**config.mk**
```make
export PLATFORM = sky130hd
export DESIGN_NAME = lsu_stage_buf
export DESIGN_NICKNAME = d
export VERILOG_FILES = /design/src/rtl/lsu_pkg.sv /design/src/rtl/lsu_sat_counter.sv /design/src/rtl/lsu_stage_buf.sv
export SDC_FILE = /design/constraint.sdc
export NUM_CORES = 1
export LEC_CHECK = 0
export CAP_MARGIN = 0
export CORE_MARGIN = 4
export CORE_UTILIZATION = 40
export DETAILED_ROUTE_END_ITERATION = 7
export GPL_TIMING_DRIVEN = 0
export HOLD_SLACK_MARGIN = 0.12
export PLACE_DENSITY_LB_ADDON = 0.08
export SLEW_MARGIN = 30
export SYNTH_ARGS = -nofsm -noshare
export SYNTH_HDL_FRONTEND = slang
export SYNTH_HIERARCHICAL = 1
export SYNTH_SLANG_ARGS = --single-unit
```
**constraint.sdc**
```tcl
create_clock -name clk -period 2.4 [get_ports clk]
set_input_delay 0.72 -clock clk [delete_from_list [all_inputs] [get_ports clk]]
set_output_delay 0.72 -clock clk [all_outputs]
set_load 0.005 [all_outputs]
```
**src/rtl/lsu_pkg.sv**
```systemverilog
// LSU shared types: per-slot uop layout, access-size encodings and the NOP uop.
package lsu_pkg;

  // Immediate width carried in every uop; the stage's IMM_W parameter must match it.
  localparam int unsigned LSU_IMM_W = 12;

  localparam logic [1:0] LSU_SIZE_B = 2'd0;
  localparam logic [1:0] LSU_SIZE_H = 2'd1;
  localparam logic [1:0] LSU_SIZE_W = 2'd2;

  typedef struct packed {
    logic                 is_nop;
    logic                 is_load;
    logic                 zero_ext;
    logic [1:0]           size;
    logic [4:0]           rs1;
    logic [4:0]           rs2;
    logic [4:0]           rd;
    logic [LSU_IMM_W-1:0] imm;
  } lsu_uop_t;

  localparam lsu_uop_t LSU_UOP_NOP = lsu_uop_t'{
    is_nop:   1'b1,
    is_load:  1'b0,
    zero_ext: 1'b0,
    size:     2'd0,
    rs1:      5'd0,
    rs2:      5'd0,
    rd:       5'd0,
    imm:      '0
  };

endpackage

```
**src/rtl/lsu_sat_counter.sv**
```systemverilog
// Saturating up-counter with synchronous active-high clear; sticks at all-ones.
module lsu_sat_counter #(
  parameter int unsigned CNT_W = 16
) (
  input  logic             clk,
  input  logic             rst,
  input  logic             inc,
  output logic [CNT_W-1:0] count
);

  logic [CNT_W-1:0] count_q;

  // Count while inc is high, stopping at the maximum value instead of wrapping.
  always_ff @(posedge clk) begin
    if (rst) begin
      count_q <= '0;
    end else if (inc && (count_q != {CNT_W{1'b1}})) begin
      count_q <= count_q + CNT_W'(1);
    end
  end

  assign count = count_q;

endmodule

```
**src/rtl/lsu_stage_buf.sv**
```systemverilog
// LSU pipeline stage register for NUM_SLOTS parallel memory slots with valid/ready
// handshake, synchronous flush and a saturating back-pressure counter.
// Optional macro LSU_STAGE_SKID_EN adds a one-entry skid buffer so in_ready is
// driven from a flop instead of combinationally from out_ready.
module lsu_stage_buf
  import lsu_pkg::*;
#(
  parameter int unsigned NUM_SLOTS = 2,
  parameter int unsigned IMM_W     = 12,
  parameter int unsigned CNT_W     = 16
) (
  input  logic                           clk,
  input  logic                           rst,
  input  logic                           flush,
  input  logic                           in_valid,
  output logic                           in_ready,
  input  lsu_uop_t [NUM_SLOTS-1:0]       in_uop,
  output logic                           out_valid,
  input  logic                           out_ready,
  output lsu_uop_t [NUM_SLOTS-1:0]       out_uop,
  output logic [CNT_W-1:0]               stall_cnt
);

  // The uop struct lives in the package, so its immediate width is fixed there.
  if (IMM_W != LSU_IMM_W) begin : g_imm_w_mismatch
    $error("IMM_W must equal lsu_pkg::LSU_IMM_W");
  end

  localparam lsu_uop_t [NUM_SLOTS-1:0] NopBundle = {NUM_SLOTS{LSU_UOP_NOP}};

  lsu_uop_t [NUM_SLOTS-1:0] main_q, main_d;
  logic                     main_valid_q, main_valid_d;
  logic                     in_xfer, out_xfer;

  assign in_xfer  = in_valid && in_ready;
  assign out_xfer = main_valid_q && out_ready;

`ifdef LSU_STAGE_SKID_EN
  lsu_uop_t [NUM_SLOTS-1:0] skid_q, skid_d;
  logic                     skid_valid_q, skid_valid_d;

  // Accept only while the skid slot is free; purely a function of state.
  assign in_ready = !skid_valid_q;

  // Next state: flush clears both entries, skid refills main on an out transfer.
  always_comb begin
    main_d       = main_q;
    main_valid_d = main_valid_q;
    skid_d       = skid_q;
    skid_valid_d = skid_valid_q;
    if (flush) begin
      main_d       = NopBundle;
      main_valid_d = 1'b0;
      skid_d       = NopBundle;
      skid_valid_d = 1'b0;
    end else if (out_xfer) begin
      if (skid_valid_q) begin
        // in_ready was low, so no new bundle can arrive this cycle.
        main_d       = skid_q;
        skid_valid_d = 1'b0;
      end else if (in_xfer) begin
        main_d = in_uop;
      end else begin
        main_valid_d = 1'b0;
        for (int unsigned i = 0; i < NUM_SLOTS; i++) begin
          main_d[i].is_nop = 1'b1;
        end
      end
    end else if (in_xfer) begin
      if (main_valid_q) begin
        skid_d       = in_uop;
        skid_valid_d = 1'b1;
      end else begin
        main_d       = in_uop;
        main_valid_d = 1'b1;
      end
    end
  end

  // Skid storage with synchronous reset.
  always_ff @(posedge clk) begin
    if (rst) begin
      skid_q       <= NopBundle;
      skid_valid_q <= 1'b0;
    end else begin
      skid_q       <= skid_d;
      skid_valid_q <= skid_valid_d;
    end
  end
`else
  // Ready whenever main is empty or is being drained this cycle.
  assign in_ready = !main_valid_q || out_ready;

  // Next state: flush wins, then load, then drain marks every slot as a NOP.
  always_comb begin
    main_d       = main_q;
    main_valid_d = main_valid_q;
    if (flush) begin
      main_d       = NopBundle;
      main_valid_d = 1'b0;
    end else if (in_xfer) begin
      main_d       = in_uop;
      main_valid_d = 1'b1;
    end else if (out_xfer) begin
      main_valid_d = 1'b0;
      for (int unsigned i = 0; i < NUM_SLOTS; i++) begin
        main_d[i].is_nop = 1'b1;
      end
    end
  end
`endif

  // Main register with synchronous reset.
  always_ff @(posedge clk) begin
    if (rst) begin
      main_q       <= NopBundle;
      main_valid_q <= 1'b0;
    end else begin
      main_q       <= main_d;
      main_valid_q <= main_valid_d;
    end
  end

  assign out_valid = main_valid_q;
  assign out_uop   = main_q;

  lsu_sat_counter #(
    .CNT_W (CNT_W)
  ) u_stall_cnt (
    .clk   (clk),
    .rst   (rst),
    .inc   (main_valid_q && !out_ready),
    .count (stall_cnt)
  );

endmodule

```
== After elaboration in Yosys (flattened, before gate mapping) ==
Index checks and enable logic that the tools add are counted.

* Logic and storage cells: 34
* Output and inout bits: 82
* Input bits: 69
* Flip-flop bits (word level): 81

* Equality and inequality tests: 1
* Muxes and demuxes: 5
* Reduce and logical (&&, ||, !) cells: 9
* $add $sub $neg: 1

{| class="wikitable"
|+ Operators with widths
! operator !! count
|-
| adder 16 x 1 -> 16 bit (second input constant) || 1
|-
| inequality test 16 bit (second input constant) || 1
|-
| two-way mux 1 bit || 5
|-
| logical AND 1 bit || 4
|-
| zero test 1 bit || 2
|-
| nonzero test 2 bit || 1
|-
| OR reduction 2 bit || 1
|-
| logical OR 1 bit || 1
|}

== Depth between registers and ports, before layout ==
* Word-level depth: 4
* Gate-level depth with buffers: 7
* Mapped depth without buffers: 6

== Modules after synthesis ==
Netlist, hierarchy kept.

{| class="wikitable"
|+ By module, submodules not included
! module !! area each (um2) !! cells each !! sequential area each (um2) !! times used
|-
| lsu_stage_buf || 2,630.0 || 298 || 1,301.2 || 1
|-
| lsu_sat_counter || 848.3 || 99 || 320.3 || 1
|}

== Worst setup path after synthesis ==
No wires, ideal clock.

* Path kind: input -> register
* From: input port out_ready
* To: register u_stall_cnt.count_q[7] (netlist: u_stall_cnt/count[7])
* Library setup time: 70 ps
* Data arrival time: 1,950 ps
* Buffers on the path: 2
* Cell stages on the path: 7
* Slack: 380 ps
* Data required time: 2,330 ps
* Cells stage by stage: nand2b_4 -> inv_4 -> buf_4 -> nand2_1 -> clkbuf_1 -> or4_1 -> a21oi_1

* Cells in the longest elaborated chain, start to end: 3

{| class="wikitable"
|+ RTL lines
! element !! line !! RTL
|-
| start, declared || lsu_stage_buf.sv:19 || <nowiki>input logic out_ready,</nowiki>
|-
| zero test 1 bit || lsu_stage_buf.sv:132 || <nowiki>.inc (main_valid_q && !out_ready),</nowiki>
|-
| logical AND 1 bit || lsu_stage_buf.sv:132 ||
|-
| logical AND 1 bit || lsu_sat_counter.sv:17 || <nowiki>end else if (inc && (count_q != {CNT_W{1'b1}})) begin</nowiki>
|-
| end signal, assigned || lsu_sat_counter.sv:18 || <nowiki>count_q <= count_q + CNT_W'(1);</nowiki>
|-
| end, declared || lsu_sat_counter.sv:11 || <nowiki>logic [CNT_W-1:0] count_q;</nowiki>
|}

No other way between the ends.
A chain may end at the register's enable or synchronous reset.

== Worst setup path in the final report ==
* From: input port out_ready
* To: register u_stall_cnt.count_q[13] (netlist: u_stall_cnt/count[13])

Same word-level chain as after synthesis.

==> flow_summary.ini <==
[timing]
fin_crit_ps = 2262
hold_viol = 0
setup_violations = 0
fin_skew_ps = 10.81
setup_slack_ps = 137.9
fmax_mhz = 442.1
worst_pin_slew_ps = 619.8
setup_tns_ps = 0
maxSlewHeadroom = 0.5814
post-route-period-util = 0.9425
drv_slew = 0
grt_setup_unrepaired = no
whs_ps = 478.0

[global_routing]
grt.overflow.total = 0
grt_antenna_before_repair = 0
grt_pass1_vias = 3528
grt_first_pass_wirelength_um = 16930
track_usage = 0.2021
grt_max_degree = 17

[power]
finalPower_mw = 2.989
power_density_mw_per_mm2 = 556.8
ir_drop_mv = 0.3248
leakagePower_nw = 1.876

[cells_and_area]
diodes = 0
final_common_cell = clkdlybuf4s50_1
final_cell_count_no_fill = 669
finalNetCount = 629
final_cell_mix = clkdlybuf4s50_1, dfxtp_1, a21oi_1
area_growth_pct = 54.32
final_util = 0.6436
final_cell_area_mm2 = 0.005368
final_layout_size_suffix_gt1_frac = 0.1365

[clock_network]
clk_pin_slew_worst_paths_ps = 80
cts_buffers = 9
cts_htree_levels = 3
cts_num_sinks = 81
cts_root_buf = clkbuf_8
clk_latency_ps = 340
cts_tree = done
ctsLongestPathBuffers = 2
cts_hold_buf = 0

[worst_hold_path]
worstHoldStart = out_uop[15]
hold_path_class = register to register
hold_depth = 2

[flow_run]
max_cap_viol_count = 0

[setup_path]
regToRegStartpoint = out_valid
end_kind = register
worst_ep_arrival_time_ps = 2530
required_ps = 2660
critPathMostFrequentCell = buf_4
path_depth = 9
cp_top_family = buffers and inverters
slowest_stage = or4_1
crit_path_start = out_ready
worst_r2r_path_depth = 8
rrSetupSlack_ps = 420
start_kind = primary input
path_max_fanout = 16
cpPeakStageDelay_ps = 480
critPathKind = primary input to register
cp_num_buf_inv = 5
path_cells = dlygate4sd2_1 -> nand2b_4 -> buf_4 -> inv_4 -> buf_4 -> nand2_1 -> clkbuf_2 -> or4_1 -> a21oi_1

[floorplanning]
start_util = 0.4170
io_pins = 151
core_area_mm2 = 0.008341
fp.dieH_um = 101.3
die-area_mm2 = 0.01025
rows = 33
dieWidth_um = 101.3

[logic_synthesis]
synth_cell_types = 43
syn_nets = 467
syn-instance-count = 397
syn_area_mm2 = 0.003478
seq_area_frac_synth = 0.4662
ys_warn_count = 6
yosys_register_bits = 81
syn_area_per_cell_um2 = 8.762

[place]
dpl.hpwl_um = 7804
place_ws_ps = -489.4
place_congestion = 0.7979
place_area_mm2 = 0.005111
portBuffers = 150
placed_cells_incl_taps = 652

[routing]
drc_errors = 0
finalWirelength_um = 10610
vias_per_cell = 5.327
drtIter0Drc = 89
antenna_left = 0
dr_total_vias = 3564
first_pass_iters = 4
wl_per_cell_um = 15.86

[status]
status = finished, final reports clean
[power by group]
group | switching (mW) | internal [mW]
Sequential | 0.0192 | 1.38
Combinational | 0.157 | 0.219
Clock | 0.495 | 0.719
[layer usage]
layer	vias up	share of wire	global-route usage
li1	1782	-	-
met4	0	0.016	0.06646
met5	-	0	0
met2	106	0.47	0.3305
met3	14	0.069	0.04270
met1	1662	0.44	0.2664
[worst min-delay path: stages, from the launching register on]
cell	delay [ps]
dfxtp_1	310
o21ai_0	60
a21oi_1	60
[final cells by class]
cell class | instances | area (um2)
buffer | 37 | 236.5
clock buffer | 11 | 141.4
tap | 105 | 131.4
sequential | 81 | 1622
multi-input combinational | 274 | 1607
inverter | 5 | 21.27
clock inverter | 5 | 102.6
timing repair buffer | 151 | 1506
fill | 728 | 2973
[final timing paths]
| path | to |
|---|---|
| max | u_stall_cnt/count[13] |
| min | out_uop[15] |
| max reg2reg | u_stall_cnt/count[13] |
| min reg2reg | out_uop[15] |
[cells in the mapped netlist (all sizes together)]
library cell / n / area, um2
mux2i: 1 / 10.01
nor3: 4 / 20.02
buf: 32 / 206.4
or2: 1 / 6.260
dfxtp: 81 / 1622
nand2: 9 / 36.29
nand4: 4 / 40.04
ha: 1 / 12.51
nor2b: 2 / 12.51
xnor2: 2 / 17.52
or3: 3 / 18.77
clkbuf: 5 / 22.52
inv: 5 / 21.27
nand2b: 1 / 13.76
o41ai: 1 / 8.760
mux2: 3 / 33.78
nor2: 7 / 26.28
or4: 7 / 52.55
o21ai: 66 / 330.3
and4: 3 / 26.28
o311ai: 1 / 8.760
and3: 1 / 6.260
o221ai: 2 / 17.52
nor4bb: 1 / 10.01
nand3: 68 / 390.4
o21a: 1 / 7.510
o31ai: 6 / 45.04
a21oi: 73 / 399.1
nand3b: 3 / 22.52
nor4: 3 / 33.78
[sequential cells by signal, indices dropped and copies added (netlist names)]
name               count
u_stall_cnt/count     16
out_uop               64
out_valid              1
[cell families (layout without fill, tap and decap cells)]
group / after synthesis / count (layout) / synth area share
AO/OA/AOI/OAI: 150 / 150 / 0.2349
AND/OR/NAND/NOR: 117 / 117 / 0.2058
XOR/XNOR: 2 / 2 / 0.005037
adder cells (fa/ha/maj): 1 / 1 / 0.003597
buffers and inverters: 42 / 209 / 0.07194
flip-flops: 81 / 81 / 0.4662
multiplexers: 4 / 4 / 0.01259
[timing repair]
action	in CTS	in global routing
gates resized for setup	4	2
buffers inserted	1	0
endpoints found under the setup margin	3	4
Note: power is estimated with default switching activity, not from simulation.
